File: config.mk
export PLATFORM = sky130hd
export DESIGN_NAME = adder_arbiter_flat
export DESIGN_NICKNAME = d
export VERILOG_FILES = /design/src/rtl/adder_arbiter_if.sv /design/src/rtl/adder_arbiter.sv /design/src/flat_wrapper.sv
export SDC_FILE = /design/constraint.sdc
export NUM_CORES = 1
export LEC_CHECK = 0
export BUFFER_PORTS_ARGS = -buffer_cell sky130_fd_sc_hd__buf_4
export CORE_AREA = 5 5 153 155
export CTS_CLUSTER_DIAMETER = 80
export DETAILED_ROUTE_END_ITERATION = 8
export DIE_AREA = 0 0 158 160
export GPL_TIMING_DRIVEN = 0
export REMOVE_ABC_BUFFERS = 1
export SLEW_MARGIN = 20
export SYNTH_ARGS = -nofsm -noshare
export SYNTH_HDL_FRONTEND = slang
export SYNTH_SLANG_ARGS = --single-unit
File: constraint.sdc
create_clock -name clk -period 6.2 [get_ports clk]
set_input_delay 0.31 -clock clk [delete_from_list [all_inputs] [get_ports clk]]
set_output_delay 0.31 -clock clk [all_outputs]
set_load 0.02 [all_outputs]
File: src/rtl/adder_arbiter_if.sv
`default_nettype none
// ============================================================================
//  Module      : adder_arbiter_if
//  Description : Request/response and shared-adder operand bundle for
//                adder_arbiter.
//  Revision    : 1.0 - initial release
// ============================================================================
interface adder_arbiter_if #(
    parameter int WIDTH = 32
);
    logic [3:0]         req_valid;
    logic [4*WIDTH-1:0] req_x;
    logic [4*WIDTH-1:0] req_y;
    logic [3:0]         req_ready;
    logic [WIDTH-1:0]   add_x;
    logic [WIDTH-1:0]   add_y;
    logic [WIDTH-1:0]   add_out;
    logic [3:0]         rsp_valid;
    logic [WIDTH-1:0]   rsp_data;
    logic [1:0]         rsp_id;
    logic               busy;

    // Scheduler side.
    modport slave (
        input  req_valid, req_x, req_y, add_out,
        output req_ready, add_x, add_y, rsp_valid, rsp_data, rsp_id, busy
    );

    // Requesters plus the shared adder.
    modport master (
        output req_valid, req_x, req_y, add_out,
        input  req_ready, add_x, add_y, rsp_valid, rsp_data, rsp_id, busy
    );
endinterface
`default_nettype wire

File: src/rtl/adder_arbiter.sv
`default_nettype none
// ============================================================================
//  Module      : adder_arbiter
//  Description : Round-robin scheduler sharing one multi-cycle adder between
//                four requesters; returns tagged one-cycle responses.
//  Revision    : 1.0 - initial release
// ============================================================================
module adder_arbiter #(
    parameter int WIDTH      = 32,
    parameter int WAIT_CONST = 0
) (
    input  wire logic      clk,
    input  wire logic      rst,
    adder_arbiter_if.slave bus
);

    // Holding for WAIT_CONST+2 edges covers one full adder sampling period
    // whatever its phase relative to the handshake.
    localparam logic [2:0] c_CAPTURE = 3'(WAIT_CONST + 1);

    typedef enum logic [0:0] {
        S_IDLE = 1'b0,
        S_WAIT = 1'b1
    } state_t;

    state_t           r_state;
    logic [1:0]       r_ptr;
    logic [2:0]       r_cnt;
    logic [WIDTH-1:0] r_add_x;
    logic [WIDTH-1:0] r_add_y;
    logic [3:0]       r_rsp_valid;
    logic [WIDTH-1:0] r_rsp_data;
    logic [1:0]       r_rsp_id;

    logic [1:0]       w_idx;
    logic [1:0]       w_win;
    logic             w_any;
    logic [3:0]       w_grant;
    logic [WIDTH-1:0] w_sel_x;
    logic [WIDTH-1:0] w_sel_y;

    // Scan from the farthest offset down so the nearest one after ptr wins.
    always_comb begin
        w_idx = r_ptr;
        w_win = r_ptr;
        w_any = 1'b0;
        for (int i = 3; i >= 0; i--) begin
            w_idx = r_ptr + 2'(i);
            if (bus.req_valid[w_idx]) begin
                w_win = w_idx;
                w_any = 1'b1;
            end
        end
    end

    always_comb begin
        w_grant = 4'b0000;
        if (w_any && (r_state == S_IDLE)) begin
            w_grant = 4'b0001 << w_win;
        end
    end

    always_comb begin
        w_sel_x = bus.req_x[0 +: WIDTH];
        w_sel_y = bus.req_y[0 +: WIDTH];
        case (w_win)
            2'd1: begin
                w_sel_x = bus.req_x[WIDTH +: WIDTH];
                w_sel_y = bus.req_y[WIDTH +: WIDTH];
            end
            2'd2: begin
                w_sel_x = bus.req_x[2*WIDTH +: WIDTH];
                w_sel_y = bus.req_y[2*WIDTH +: WIDTH];
            end
            2'd3: begin
                w_sel_x = bus.req_x[3*WIDTH +: WIDTH];
                w_sel_y = bus.req_y[3*WIDTH +: WIDTH];
            end
            default: begin
                w_sel_x = bus.req_x[0 +: WIDTH];
                w_sel_y = bus.req_y[0 +: WIDTH];
            end
        endcase
    end

    always_ff @(posedge clk) begin
        if (rst) begin
            r_state     <= S_IDLE;
            r_ptr       <= 2'd0;
            r_cnt       <= 3'd0;
            r_add_x     <= '0;
            r_add_y     <= '0;
            r_rsp_valid <= 4'b0000;
            r_rsp_data  <= '0;
            r_rsp_id    <= 2'd0;
        end else begin
            r_rsp_valid <= 4'b0000;
            case (r_state)
                S_IDLE: begin
                    if (|w_grant) begin
                        r_add_x  <= w_sel_x;
                        r_add_y  <= w_sel_y;
                        r_rsp_id <= w_win;
                        r_ptr    <= w_win + 2'd1;
                        r_cnt    <= 3'd0;
                        r_state  <= S_WAIT;
                    end
                end
                S_WAIT: begin
                    r_cnt <= r_cnt + 3'd1;
                    if (r_cnt == c_CAPTURE) begin
                        r_rsp_data  <= bus.add_out;
                        r_rsp_valid <= 4'b0001 << r_rsp_id;
                        r_state     <= S_IDLE;
                    end
                end
                default: r_state <= S_IDLE;
            endcase
        end
    end

    assign bus.req_ready = w_grant;
    assign bus.add_x     = r_add_x;
    assign bus.add_y     = r_add_y;
    assign bus.rsp_valid = r_rsp_valid;
    assign bus.rsp_data  = r_rsp_data;
    assign bus.rsp_id    = r_rsp_id;
    assign bus.busy      = (r_state == S_WAIT);

endmodule
`default_nettype wire

File: src/flat_wrapper.sv
// flat-port wrapper written by rule: the top's interface ports become plain ports
module adder_arbiter_flat 
#(
    parameter int WIDTH      = 32,
    parameter int WAIT_CONST = 0
)
  (clk, rst, bus_req_valid, bus_req_x, bus_req_y, bus_add_out, bus_req_ready, bus_add_x, bus_add_y, bus_rsp_valid, bus_rsp_data, bus_rsp_id, bus_busy);
  adder_arbiter_if #(.WIDTH(WIDTH)) bus_i ();
  input  wire logic clk;
  input  wire logic rst;
  input wire logic [$bits(bus_i.req_valid)-1:0] bus_req_valid;
  input wire logic [$bits(bus_i.req_x)-1:0] bus_req_x;
  input wire logic [$bits(bus_i.req_y)-1:0] bus_req_y;
  input wire logic [$bits(bus_i.add_out)-1:0] bus_add_out;
  output wire logic [$bits(bus_i.req_ready)-1:0] bus_req_ready;
  output wire logic [$bits(bus_i.add_x)-1:0] bus_add_x;
  output wire logic [$bits(bus_i.add_y)-1:0] bus_add_y;
  output wire logic [$bits(bus_i.rsp_valid)-1:0] bus_rsp_valid;
  output wire logic [$bits(bus_i.rsp_data)-1:0] bus_rsp_data;
  output wire logic [$bits(bus_i.rsp_id)-1:0] bus_rsp_id;
  output wire logic [$bits(bus_i.busy)-1:0] bus_busy;
  assign bus_i.req_valid = bus_req_valid;
  assign bus_i.req_x = bus_req_x;
  assign bus_i.req_y = bus_req_y;
  assign bus_i.add_out = bus_add_out;
  assign bus_req_ready = bus_i.req_ready;
  assign bus_add_x = bus_i.add_x;
  assign bus_add_y = bus_i.add_y;
  assign bus_rsp_valid = bus_i.rsp_valid;
  assign bus_rsp_data = bus_i.rsp_data;
  assign bus_rsp_id = bus_i.rsp_id;
  assign bus_busy = bus_i.busy;
  adder_arbiter #(.WIDTH(WIDTH), .WAIT_CONST(WAIT_CONST)) u_core (.clk(clk), .rst(rst), .bus(bus_i));
endmodule
==> metrics.csv <==
stage,metric,value,unit
status,outcome,"complete, no violations",
sta,Final setup violation count,0,
synthesis,"Seq/Total Area, Yosys",35.16,%
clock_tree,H-Tree Level Count,3,
floorplan,Initial Util,28.35,%
global_route,gr usage total,21.62,%
worst_setup_path,slowest CP cell,mux2_4,
synthesis,cells after synthesis,754,
sta,Setup WS post-layout,2.321,ns
worst_setup_path,critical path cell sequence,nor2b_1 > a21oi_1 > o211ai_2 > inv_2 > ha_4 > buf_12 > or2_4 > nor3_1 > mux2_4 > nor2_2 > o41ai_1,
power,Seq pwr share,23.2,%
worst_setup_path,CP Max Fanout,67,
worst_setup_path,CP Launch Type,register,
drt,mean routed wirelength per cell,21.16,um
drt,DRC Markers,0,
power,Peak VDD IR,0.0002890,V
drt,final WL,29340,um
synthesis,Synth Register Bits,108,
power,final total power,4.608,mW
global_route,GRT overflow,0,
clock_tree,CTS tree,yes,
synthesis,leading area contributor after synthesis,dfxtp_1,
floorplan,die height,160,um
worst_setup_path,"Buf+Inv Stages, Crit Path",2,
synthesis,Ys Warns,0,
power,net switching power,2.151,mW
drt,Via density,5.355,
finish,Final Util,45.93,%
sta,worst hold-check slack,0.1507,ns
sta,max-slew violation count,0,
floorplan,Die Area,25280,um^2
finish,Area Overhead vs Synth,61.99,%
synthesis,count of different cell masters after synthesis,44,
power,Pwr Density,462.6,nW/um^2
global_route,vias in the first global route,7134,
placed_design,"worst slack, placed",2.207,ns
job,# Max-Cap Violations,0,
synthesis,leading post-synthesis cells by cell area,"dfxtp_1, a21oi_1, a221oi_1",
clock_tree,later-pin clock latency in the skew report,0.36,ns
synthesis,Mapped Area,6150,um^2
worst_setup_path,top cell family by delay on the critical path,simple AND/OR/NAND/NOR gates,
clock_tree,# clock sinks,108,
sta,worst rel slew slack,40.72,%
floorplan,Die Wd,158,um
clock_tree,post-cts hold buffer count,0,
worst_setup_path,critical setup path kind,reg2reg,
global_route,initial antenna violation count,4,
floorplan,# IOs,401,
floorplan,core area,21690,um^2
power,P_leak,4.158,nW
worst_setup_path,Worst setup EP type,register,
floorplan,Core Rows,54,
finish,layout cells sized above 1,42.93,%
sta,RSZ-0062 raised after global routing,false,
global_route,largest net degree at the start of global routing,76,
worst_setup_path,Critical Path RT,6.45,ns
worst_setup_path,Crit path largest cell delay,0.76,ns
sta,clk_skew,0.01216,ns
clock_tree,largest buffer count on any clock path,2,
global_route,first-pass GRT wire length,43080,um
clock_tree,Post-CTS Setup Inserts,0,
finish,"leading cell types in the layout, fill and taps excluded","buf_4, a21oi_1, dfxtp_1",
synthesis,top-area cell type share of the netlist area,35.16,%
drt,vias,7427,
drt,Pre-antenna DRT Iters,5,
hold_path,HP Class,in2reg,
power,switching part of the total,46.69,%
clock_tree,CTS root buffer,clkbuf_16,
sta,fmax,257.8,MHz
placed_design,GP Congestion,0.8696,
drt,Iter 0 DRT Violations,542,
worst_setup_path,"Arr. time, crit path",4.13,ns
power,Combinational Power Share,64.2,%
finish,Final nets,1398,
finish,"commonest non-fill, non-tap cell in the layout",buf_4,
power,clock group share of total power,12.6,%
placed_design,port bufs,400,
sta,period utilisation layout,62.57,%
drt,post-detailed-route count of antenna-violating nets,0,
placed_design,detailed placement HPWL,22280,um
sta,final hold violation count,0,
sta,worst-margin pin slew,0.8891,ns
clock_tree,TritonCTS Buffers,9,
sta,Setup TNS,0,ns
synthesis,Mean Syn Cell Area,8.156,um^2
sta,Tmin final,3.879,ns
clock_tree,CTS clock-pin slew for the worst setup and hold paths,0.09,ns
power,Pint,2.457,mW
clock_tree,Resized cells post-CTS,0,
-- per-layer routing --
metal	part of all wire (%)	GRT usage, %
met1	41	27.74
met2	50	36.80
met3	7.3	4.060
met4	2.0	6.243
met5	0.068	0
-- cell usage after synthesis, drive strengths merged --
master and number:
o21ai 132, a221oi 64, a211oi 1, o21a 3, nor3 3, ha 5
o211ai 67, dfxtp 108, o41ai 2, nand2b 2, a311oi 1, a21oi 134
nand2 6, mux2 1, clkbuf 66, a31oi 1, or2 3, xnor2 1
and2 3, and3 2, mux2i 1, xor2 1, o22ai 1, o21ba 1
nand3 1, or3b 3, nor2b 67, nor2 7, nor3b 2, a211o 1
buf 27, a22o 32, inv 5
-- stage by stage --
step	std cells	cell area, um^2
after floorplan	661	5728
after global placement	1341	9081
after detailed placement	1368	9659
after CTS	1384	9955
after global routing	1387	9962
final	1387	9962
-- cells by family (layout without fill, tap and decap cells) --
kind of cell | after synthesis | after routing | synth area share (%)
xor+xnor | 2 | 2 | 0.5901
flops | 108 | 108 | 35.16
fa+ha+maj | 5 | 5 | 1.017
compound gates | 440 | 440 | 45.92
mux | 2 | 2 | 0.4069
simple gates | 99 | 99 | 9.705
buf+inv | 98 | 448 | 7.203
other cells | 0 | 3 | 0
-- state kept, by name, summed over array words and instances, names as in the netlist --
| register | flops |
|---|---|
| u_core.bus.add_y | 32 |
| u_core.r_cnt | 3 |
| u_core.r_ptr | 2 |
| u_core.bus.rsp_data | 32 |
| u_core.bus.add_x | 32 |
| u_core.bus.busy | 1 |
| u_core.bus.rsp_valid | 4 |
| u_core.bus.rsp_id | 2 |
-- power by group through the flow --
stage | combinational (mW) | sequential (mW) | clock (mW)
global placement | 2.74 | 1.07 | 0
global route | 3.19 | 1.10 | 0.631
CTS | 2.98 | 1.07 | 0.600
floorplan | 1.33 | 1.35 | 0
detailed placement | 2.97 | 1.09 | 0
finish | 2.96 | 1.07 | 0.583
-- worst reg2reg max path: cells and delay by family (launching register included) --
kind	cells	cell delay, ns
multiplexers	1	0.76
AO/OA/AOI/OAI	3	0.81
AND/OR/NAND/NOR	4	1.04
buffers and inverters	2	0.46
flip-flops	1	0.36
adder cells (fa/ha/maj)	1	0.35
-- layout make-up --
class | instances | area (um^2)
Fill cell | 2168 | 11730
Clock inverter | 7 | 70.07
Timing Repair Buffer | 427 | 3483
Multi-Input combinational cell | 548 | 3642
Tap cell | 280 | 350.3
Sequential cell | 108 | 2162
Antenna cell | 3 | 7.507
Inverter | 5 | 21.27
Clock buffer | 9 | 225.2
-- worst paths after layout --
kind	to	start	slack (ns)	cells after the start
max	u_core.r_cnt[1]	u_core.r_ptr[0]	2.32	11
min	u_core.bus.rsp_data[14]	bus_add_out[14]	0.15	2
max reg2reg	u_core.r_cnt[1]	u_core.r_ptr[0]	2.32	11
min reg2reg	u_core.bus.add_y[29]	u_core.bus.add_y[29]	0.48	2
Note: power is estimated with default switching activity, not from simulation.
